## src/rtl/roi_pkg.sv

```systemverilog
// Shared types for the ROI area scheduler: FSM states, slot layout and
// the default coordinate/area width.
// Optional feature macro: ROI_AREA_THRESH_EN adds a per-slot threshold field.
package roi_pkg;

  localparam int ROI_W = 12;

  typedef enum logic [1:0] {
    IDLE  = 2'd0,
    ARM   = 2'd1,
    COUNT = 2'd2
  } state_t;

  typedef struct packed {
    logic [ROI_W-1:0] hl;
    logic [ROI_W-1:0] hr;
    logic [ROI_W-1:0] vl;
    logic [ROI_W-1:0] vr;
`ifdef ROI_AREA_THRESH_EN
    logic [ROI_W-1:0] thr;
`endif
  } slot_t;

endpackage

```

## src/rtl/roi_next_idx.sv

```systemverilog
// Round-robin finder: the next set bit of mask strictly above cur, wrapping
// through 0 and ending at cur itself, so a lone enabled slot selects itself.
module roi_next_idx #(
  parameter int NUM_ROI = 4,
  localparam int IDX_W = $clog2(NUM_ROI)
) (
  input  logic [NUM_ROI-1:0] mask,
  input  logic [IDX_W-1:0]   cur,
  output logic [IDX_W-1:0]   nxt
);

  // Scan farthest-first so the nearest set bit after cur wins.
  always_comb begin
    nxt = cur;
    for (int k = NUM_ROI; k >= 1; k--) begin
      if (mask[(int'(cur) + k) % NUM_ROI]) begin
        nxt = IDX_W'((int'(cur) + k) % NUM_ROI);
      end
    end
  end

endmodule

```

## src/rtl/roi_area_sched.sv

```systemverilog
// ROI area scheduler: time-multiplexes one area counter across NUM_ROI
// programmable windows, one window per frame in round-robin order, and
// returns one tagged area result per frame over valid/ready.
// Optional feature macro: ROI_AREA_THRESH_EN (per-slot threshold, res_hit).
module roi_area_sched
  import roi_pkg::*;
#(
  parameter int NUM_ROI = 4,
  parameter int W = ROI_W,
  localparam int IDX_W = $clog2(NUM_ROI)
) (
  input  logic               pixelclk,
  input  logic               reset,
  input  logic               i_vsync_pos,
  input  logic               i_enable,
  input  logic               cfg_we,
  input  logic [IDX_W-1:0]   cfg_addr,
`ifdef ROI_AREA_THRESH_EN
  input  logic [5*W-1:0]     cfg_data,
`else
  input  logic [4*W-1:0]     cfg_data,
`endif
  input  logic [NUM_ROI-1:0] cfg_mask,
  input  logic [W-1:0]       i_area,
  output logic [W-1:0]       o_hcount_l,
  output logic [W-1:0]       o_hcount_r,
  output logic [W-1:0]       o_vcount_l,
  output logic [W-1:0]       o_vcount_r,
  output logic               res_valid,
  input  logic               res_ready,
  output logic [IDX_W-1:0]   res_roi,
  output logic [W-1:0]       res_area,
`ifdef ROI_AREA_THRESH_EN
  output logic               res_hit,
`endif
  output logic               o_overrun,
  output logic               o_busy
);

`ifdef ROI_AREA_THRESH_EN
  localparam int CFG_TOP = 5 * W;
`else
  localparam int CFG_TOP = 4 * W;
`endif

  logic [W-1:0] hl_tab [NUM_ROI];
  logic [W-1:0] hr_tab [NUM_ROI];
  logic [W-1:0] vl_tab [NUM_ROI];
  logic [W-1:0] vr_tab [NUM_ROI];
`ifdef ROI_AREA_THRESH_EN
  logic [W-1:0] thr_tab [NUM_ROI];
`endif

  state_t           state, state_nxt;
  logic [IDX_W-1:0] cur;
  logic [IDX_W-1:0] first_idx;
  logic [IDX_W-1:0] adv_idx;
  logic [IDX_W-1:0] win_idx;
  logic             go;
  logic             win_load;
  logic             win_clr;
  logic             cap_p0;

  assign go     = i_enable && (|cfg_mask);
  assign o_busy = (state == COUNT);

  // Lowest set bit: search starting just after the top slot.
  roi_next_idx #(.NUM_ROI(NUM_ROI)) u_first (
    .mask (cfg_mask),
    .cur  (IDX_W'(NUM_ROI - 1)),
    .nxt  (first_idx)
  );

  roi_next_idx #(.NUM_ROI(NUM_ROI)) u_adv (
    .mask (cfg_mask),
    .cur  (cur),
    .nxt  (adv_idx)
  );

  // Slot table write port; addresses past the last slot are ignored.
  always_ff @(posedge pixelclk or posedge reset) begin
    if (reset) begin
      for (int i = 0; i < NUM_ROI; i++) begin
        hl_tab[i] <= '0;
        hr_tab[i] <= '0;
        vl_tab[i] <= '0;
        vr_tab[i] <= '0;
`ifdef ROI_AREA_THRESH_EN
        thr_tab[i] <= '0;
`endif
      end
    end else if (cfg_we && (int'(cfg_addr) < NUM_ROI)) begin
      hl_tab[cfg_addr] <= cfg_data[CFG_TOP-1     -: W];
      hr_tab[cfg_addr] <= cfg_data[CFG_TOP-1-W   -: W];
      vl_tab[cfg_addr] <= cfg_data[CFG_TOP-1-2*W -: W];
      vr_tab[cfg_addr] <= cfg_data[CFG_TOP-1-3*W -: W];
`ifdef ROI_AREA_THRESH_EN
      thr_tab[cfg_addr] <= cfg_data[W-1:0];
`endif
    end
  end

  // State register and current slot.
  always_ff @(posedge pixelclk or posedge reset) begin
    if (reset) begin
      state <= IDLE;
      cur   <= '0;
    end else begin
      state <= state_nxt;
      if (win_load) cur <= win_idx;
    end
  end

  // Next-state, window load selection and capture strobe.
  always_comb begin
    state_nxt = state;
    win_load  = 1'b0;
    win_clr   = 1'b0;
    win_idx   = cur;
    cap_p0    = 1'b0;
    case (state)
      IDLE: begin
        win_clr = 1'b1;
        if (go) state_nxt = ARM;
      end
      ARM: begin
        if (!go) begin
          state_nxt = IDLE;
          win_clr   = 1'b1;
        end else if (i_vsync_pos) begin
          // The area at this pulse covers a partial frame and is dropped.
          state_nxt = COUNT;
          win_load  = 1'b1;
          win_idx   = first_idx;
        end
      end
      COUNT: begin
        if (!go) begin
          state_nxt = IDLE;
          win_clr   = 1'b1;
        end else if (i_vsync_pos) begin
          cap_p0   = 1'b1;
          win_load = 1'b1;
          win_idx  = adv_idx;
        end
      end
      default: begin
        state_nxt = IDLE;
        win_clr   = 1'b1;
      end
    endcase
  end

  // Window outputs: snapshot of the loaded slot, zero while not scheduling.
  always_ff @(posedge pixelclk or posedge reset) begin
    if (reset) begin
      o_hcount_l <= '0;
      o_hcount_r <= '0;
      o_vcount_l <= '0;
      o_vcount_r <= '0;
    end else if (win_clr) begin
      o_hcount_l <= '0;
      o_hcount_r <= '0;
      o_vcount_l <= '0;
      o_vcount_r <= '0;
    end else if (win_load) begin
      o_hcount_l <= hl_tab[win_idx];
      o_hcount_r <= hr_tab[win_idx];
      o_vcount_l <= vl_tab[win_idx];
      o_vcount_r <= vr_tab[win_idx];
    end
  end

  // Result register: load when free or being drained, otherwise flag overrun.
  always_ff @(posedge pixelclk or posedge reset) begin
    if (reset) begin
      res_valid <= 1'b0;
      res_roi   <= '0;
      res_area  <= '0;
      o_overrun <= 1'b0;
`ifdef ROI_AREA_THRESH_EN
      res_hit   <= 1'b0;
`endif
    end else if (cap_p0) begin
      if (!res_valid || res_ready) begin
        res_valid <= 1'b1;
        res_roi   <= cur;
        res_area  <= i_area;
`ifdef ROI_AREA_THRESH_EN
        res_hit   <= (i_area >= thr_tab[cur]);
`endif
      end else begin
        o_overrun <= 1'b1;
      end
    end else if (res_valid && res_ready) begin
      res_valid <= 1'b0;
    end
  end

endmodule

```

## config.mk

```make
export PLATFORM = sky130hd
export DESIGN_NAME = roi_area_sched
export DESIGN_NICKNAME = d
export VERILOG_FILES = /design/src/rtl/roi_pkg.sv /design/src/rtl/roi_next_idx.sv /design/src/rtl/roi_area_sched.sv
export SDC_FILE = /design/constraint.sdc
export NUM_CORES = 1
export LEC_CHECK = 0
export ABC_AREA = 1
export BUFFER_PORTS_ARGS = -buffer_cell sky130_fd_sc_hd__clkbuf_2
export CORE_MARGIN = 3
export CORE_UTILIZATION = 60
export DETAILED_ROUTE_END_ITERATION = 7
export HOLD_SLACK_MARGIN = 0.12
export PLACE_DENSITY = 0.91
export SLEW_MARGIN = 10
export SYNTH_ARGS = -nofsm -noshare
export SYNTH_HDL_FRONTEND = slang
export SYNTH_HIERARCHICAL = 1
export SYNTH_SLANG_ARGS = --single-unit
```

## constraint.sdc

```tcl
create_clock -name pixelclk -period 19.5 [get_ports pixelclk]
set_input_delay 1.95 -clock pixelclk [delete_from_list [all_inputs] [get_ports pixelclk]]
set_output_delay 1.95 -clock pixelclk [all_outputs]
set_load 0.01 [all_outputs]
```

==> results.md <==
* Min Tclk post-route at 4.860 ns
* Mapped Area at 11,680 um2
* Peak supply drop at 0.08288 mV
* Critical Path Start Type: primary input
* DRT iter0 DRCs at 1,160
* Die height at 145.5 um
* Async SR Flop Fraction at 100.0%
* Mean Syn Cell Area at 8.496 um2
* Dominant synthesized flop cell: dfrtp_1
* Vias in the first global route at 9,685
* DRC viols at 0
* Worst Hold Class: flop to flop
* P&R area growth vs syn at 13.29%
* Total gr overflow at 0
* Routed WL at 28.69 mm
* Post-Synthesis Cells at 1,375
* Number of synthesized register bits at 260
* Post-synthesis cell type count at 27
* CTS Buffer Depth at 3
* Std cell rows at 50
* Critical Path Source: cfg_mask[0]
* HPWL Detailed at 15.65 mm
* Clk_lat worst skew at 0.53 ns
* PnR worst setup slack at 14.64 ns
* CTS root buf: clkbuf_16
* Power per cell area at 131.4 nW/um2
* Worst Path Arrival at 5.27 ns
* Clk_skew at 0.01071 ns
* Commonest non-fill, non-tap cell in the layout: nand2_1
* Via/cell ratio at 5.761
* Most frequent cells in the layout: nand2_1, dfrtp_1, nand3_1
* Core ar. at 18,890 um2
* Setup_tns at 0 ns
* First-pass detailed-route iteration total at 6
* # fillers at 1,433
* Slew @ Worst Pin at 1.147 ns
* CTS tree: yes
* Area of the die at 21,180 um2
* Max-slew violation count at 0
* Top cells by area, synth: dfrtp_1, nand2_1, nand3_1, o21ai_0, inv_1
* Post-synth top area share at 55.69%
* Status: finished, final reports clean
* Period utilization at 24.92%
* Postcts setup bufs at 0
* Largest net degree at the start of global routing at 101
* Kind of critical path: primary input to flop
* Hold-fix buffers, CTS at 0
* Share of layout cells above drive strength 1 at 16.16%
* Via count of the routed design at 10,020
* PostCTS Resize Cnt at 0
* Slew HR at 23.56%
* Max Cap Violations at 0
* Hold path startpoint: o_overrun$_DFFE_PP0P_
* Clock slew at reported path FFs at 0.06 ns
* Worst-path fanout max at 98
* Sink Count at 260
* Total track usage at 26.66%
* Nets at 1,533
* Worst r2r src: cur[0]$_DFFE_PP0P_
* Ys Warns at 6
* Detail Route Antenna Nets at 0
* # port buffers at 136
* Number of flops mapped to enable cells by yosys at 0
* Crit. End Element: flop
* Total CTS buffers at 27
* Sequential element share of the synthesized area at 55.69%
* Hold Fails Final Rpt at 0
* I/O Pins at 137
* Initial Util at 61.83%
* Area leader, netlist: dfrtp_1
* WL/cell at 16.50 um
* GPL Wtd Cong at 0.7984
* Leakage Power at 6.906 nW
* Unrepaired setup endpoints after global routing: no
* Pre-CTS WS at 14.26 ns
* Fmax achieved at 205.8 MHz
* Critical Path RT at 19.91 ns
* First-pass GRT wire length at 47.70 mm
* Die width at 145.5 um
* Total inserted antenna cells at 0
* CTS HTree Levels at 1
* Initial antenna violation count at 0
* # setup viols final at 0
## critical path, cell delays in order
cell and delay (ns):
clkbuf_2 0.13, inv_1 0.05, nand2_1 0.08, nand3_2 0.08, nand2_1 0.10, inv_1 0.05, nand2_1 0.06, nand2_1 0.05
nand2_1 0.05, nand2_1 0.05, nand2_1 0.05, nand2_1 0.08, nand4_4 0.08, buf_4 0.85, nand2_4 0.84, nand2_1 0.31
nand3_1 0.11, nand3_1 0.14, nand2_1 0.07
## through the flow
stage | power [mW] | hold slack (ns) | area (um2) | cells | util [%]
global route | 1.834 | 0.4947 | 13240 | 1739 | 70.05
CTS | 1.738 | 0.4818 | 13240 | 1739 | 70.05
global placement | 1.209 | 0.4516 | 12360 | 1689 | 65.42
detailed placement | 1.232 | 0.4587 | 12360 | 1689 | 65.42
floorplan | 1.100 | 0.4534 | 11700 | 1380 | -
finish | 1.739 | 0.4785 | 13240 | 1739 | 70.05
## cells in the mapped netlist (2+ instances only)
cell / n
nand2_2: 4
o21ai_1: 4
nor2_1: 10
inv_1: 71
nand2_1: 450
buf_4: 8
inv_4: 2
inv_2: 5
buf_2: 19
nand3_1: 231
dfrtp_1: 260
nand3_2: 22
buf_1: 17
clkbuf_1: 41
o21ai_0: 198
mux2_1: 5
nand3_4: 2
mux2_2: 7
ha_1: 3
buf_6: 8
a21oi_1: 2
## layer usage
metal	GRT usage, %	vias to the layer above	wire, um
met5	0	-	0
met4	7.835	0	517
met3	3.893	49	2340
met2	43.73	461	14210
met1	37.57	4856	11630
li1	-	4652	-
## kinds of logic after synthesis
logic type | share of synthesized area [%]
flip-flops | 55.69
adder cells (fa/ha/maj) | 0.3213
AND/OR/NAND/NOR | 27.41
buffers and inverters | 6.512
AO/OA/AOI/OAI | 8.879
multiplexers | 1.157
other | 0.03210
## state kept, by name, summed over array words and instances, names as in the netlist
name and flops:
o_hcount_l 12, state 2, o_hcount_r 12, res_area 12
vr_tab 48, hr_tab 48, res_valid 1, cur 2
vl_tab 48, o_vcount_l 12, hl_tab 48, res_roi 2
o_overrun 1, o_vcount_r 12
## worst paths after layout
kind / to / slack (ns) / cells past startpoint
max reg2reg: o_hcount_l[8]$_DFFE_PP0P_ / 15.51 / 18
min reg2reg: o_overrun$_DFFE_PP0P_ / 0.48 / 1
min in group asynchronous: hl_tab[45]$_DFFE_PP0P_ / 1.55 / 2
max in group asynchronous: vl_tab[23]$_DFFE_PP0P_ / 16.50 / 3
max: o_hcount_l[8]$_DFFE_PP0P_ / 14.64 / 19
min: o_overrun$_DFFE_PP0P_ / 0.48 / 1
## layout make-up
type	count	area, um2	share of cell area, %
flip-flops and latches	260	6506	49.16
multi-input cells	949	4497	33.98
clock buffers	38	787.0	5.946
repair buffers	142	725.7	5.483
well taps	260	325.3	2.458
inverters	78	305.3	2.307
clock inverters	12	88.84	0.6712
## power by group
part | internal (mW) | total (mW) | switching [mW]
logic | 0.177 | 0.526 | 0.349
clock network | 0.294 | 0.502 | 0.208
registers | 0.644 | 0.711 | 0.0668
total | 1.11 | 1.74 | 0.624
(Power assumes the default switching activity.)
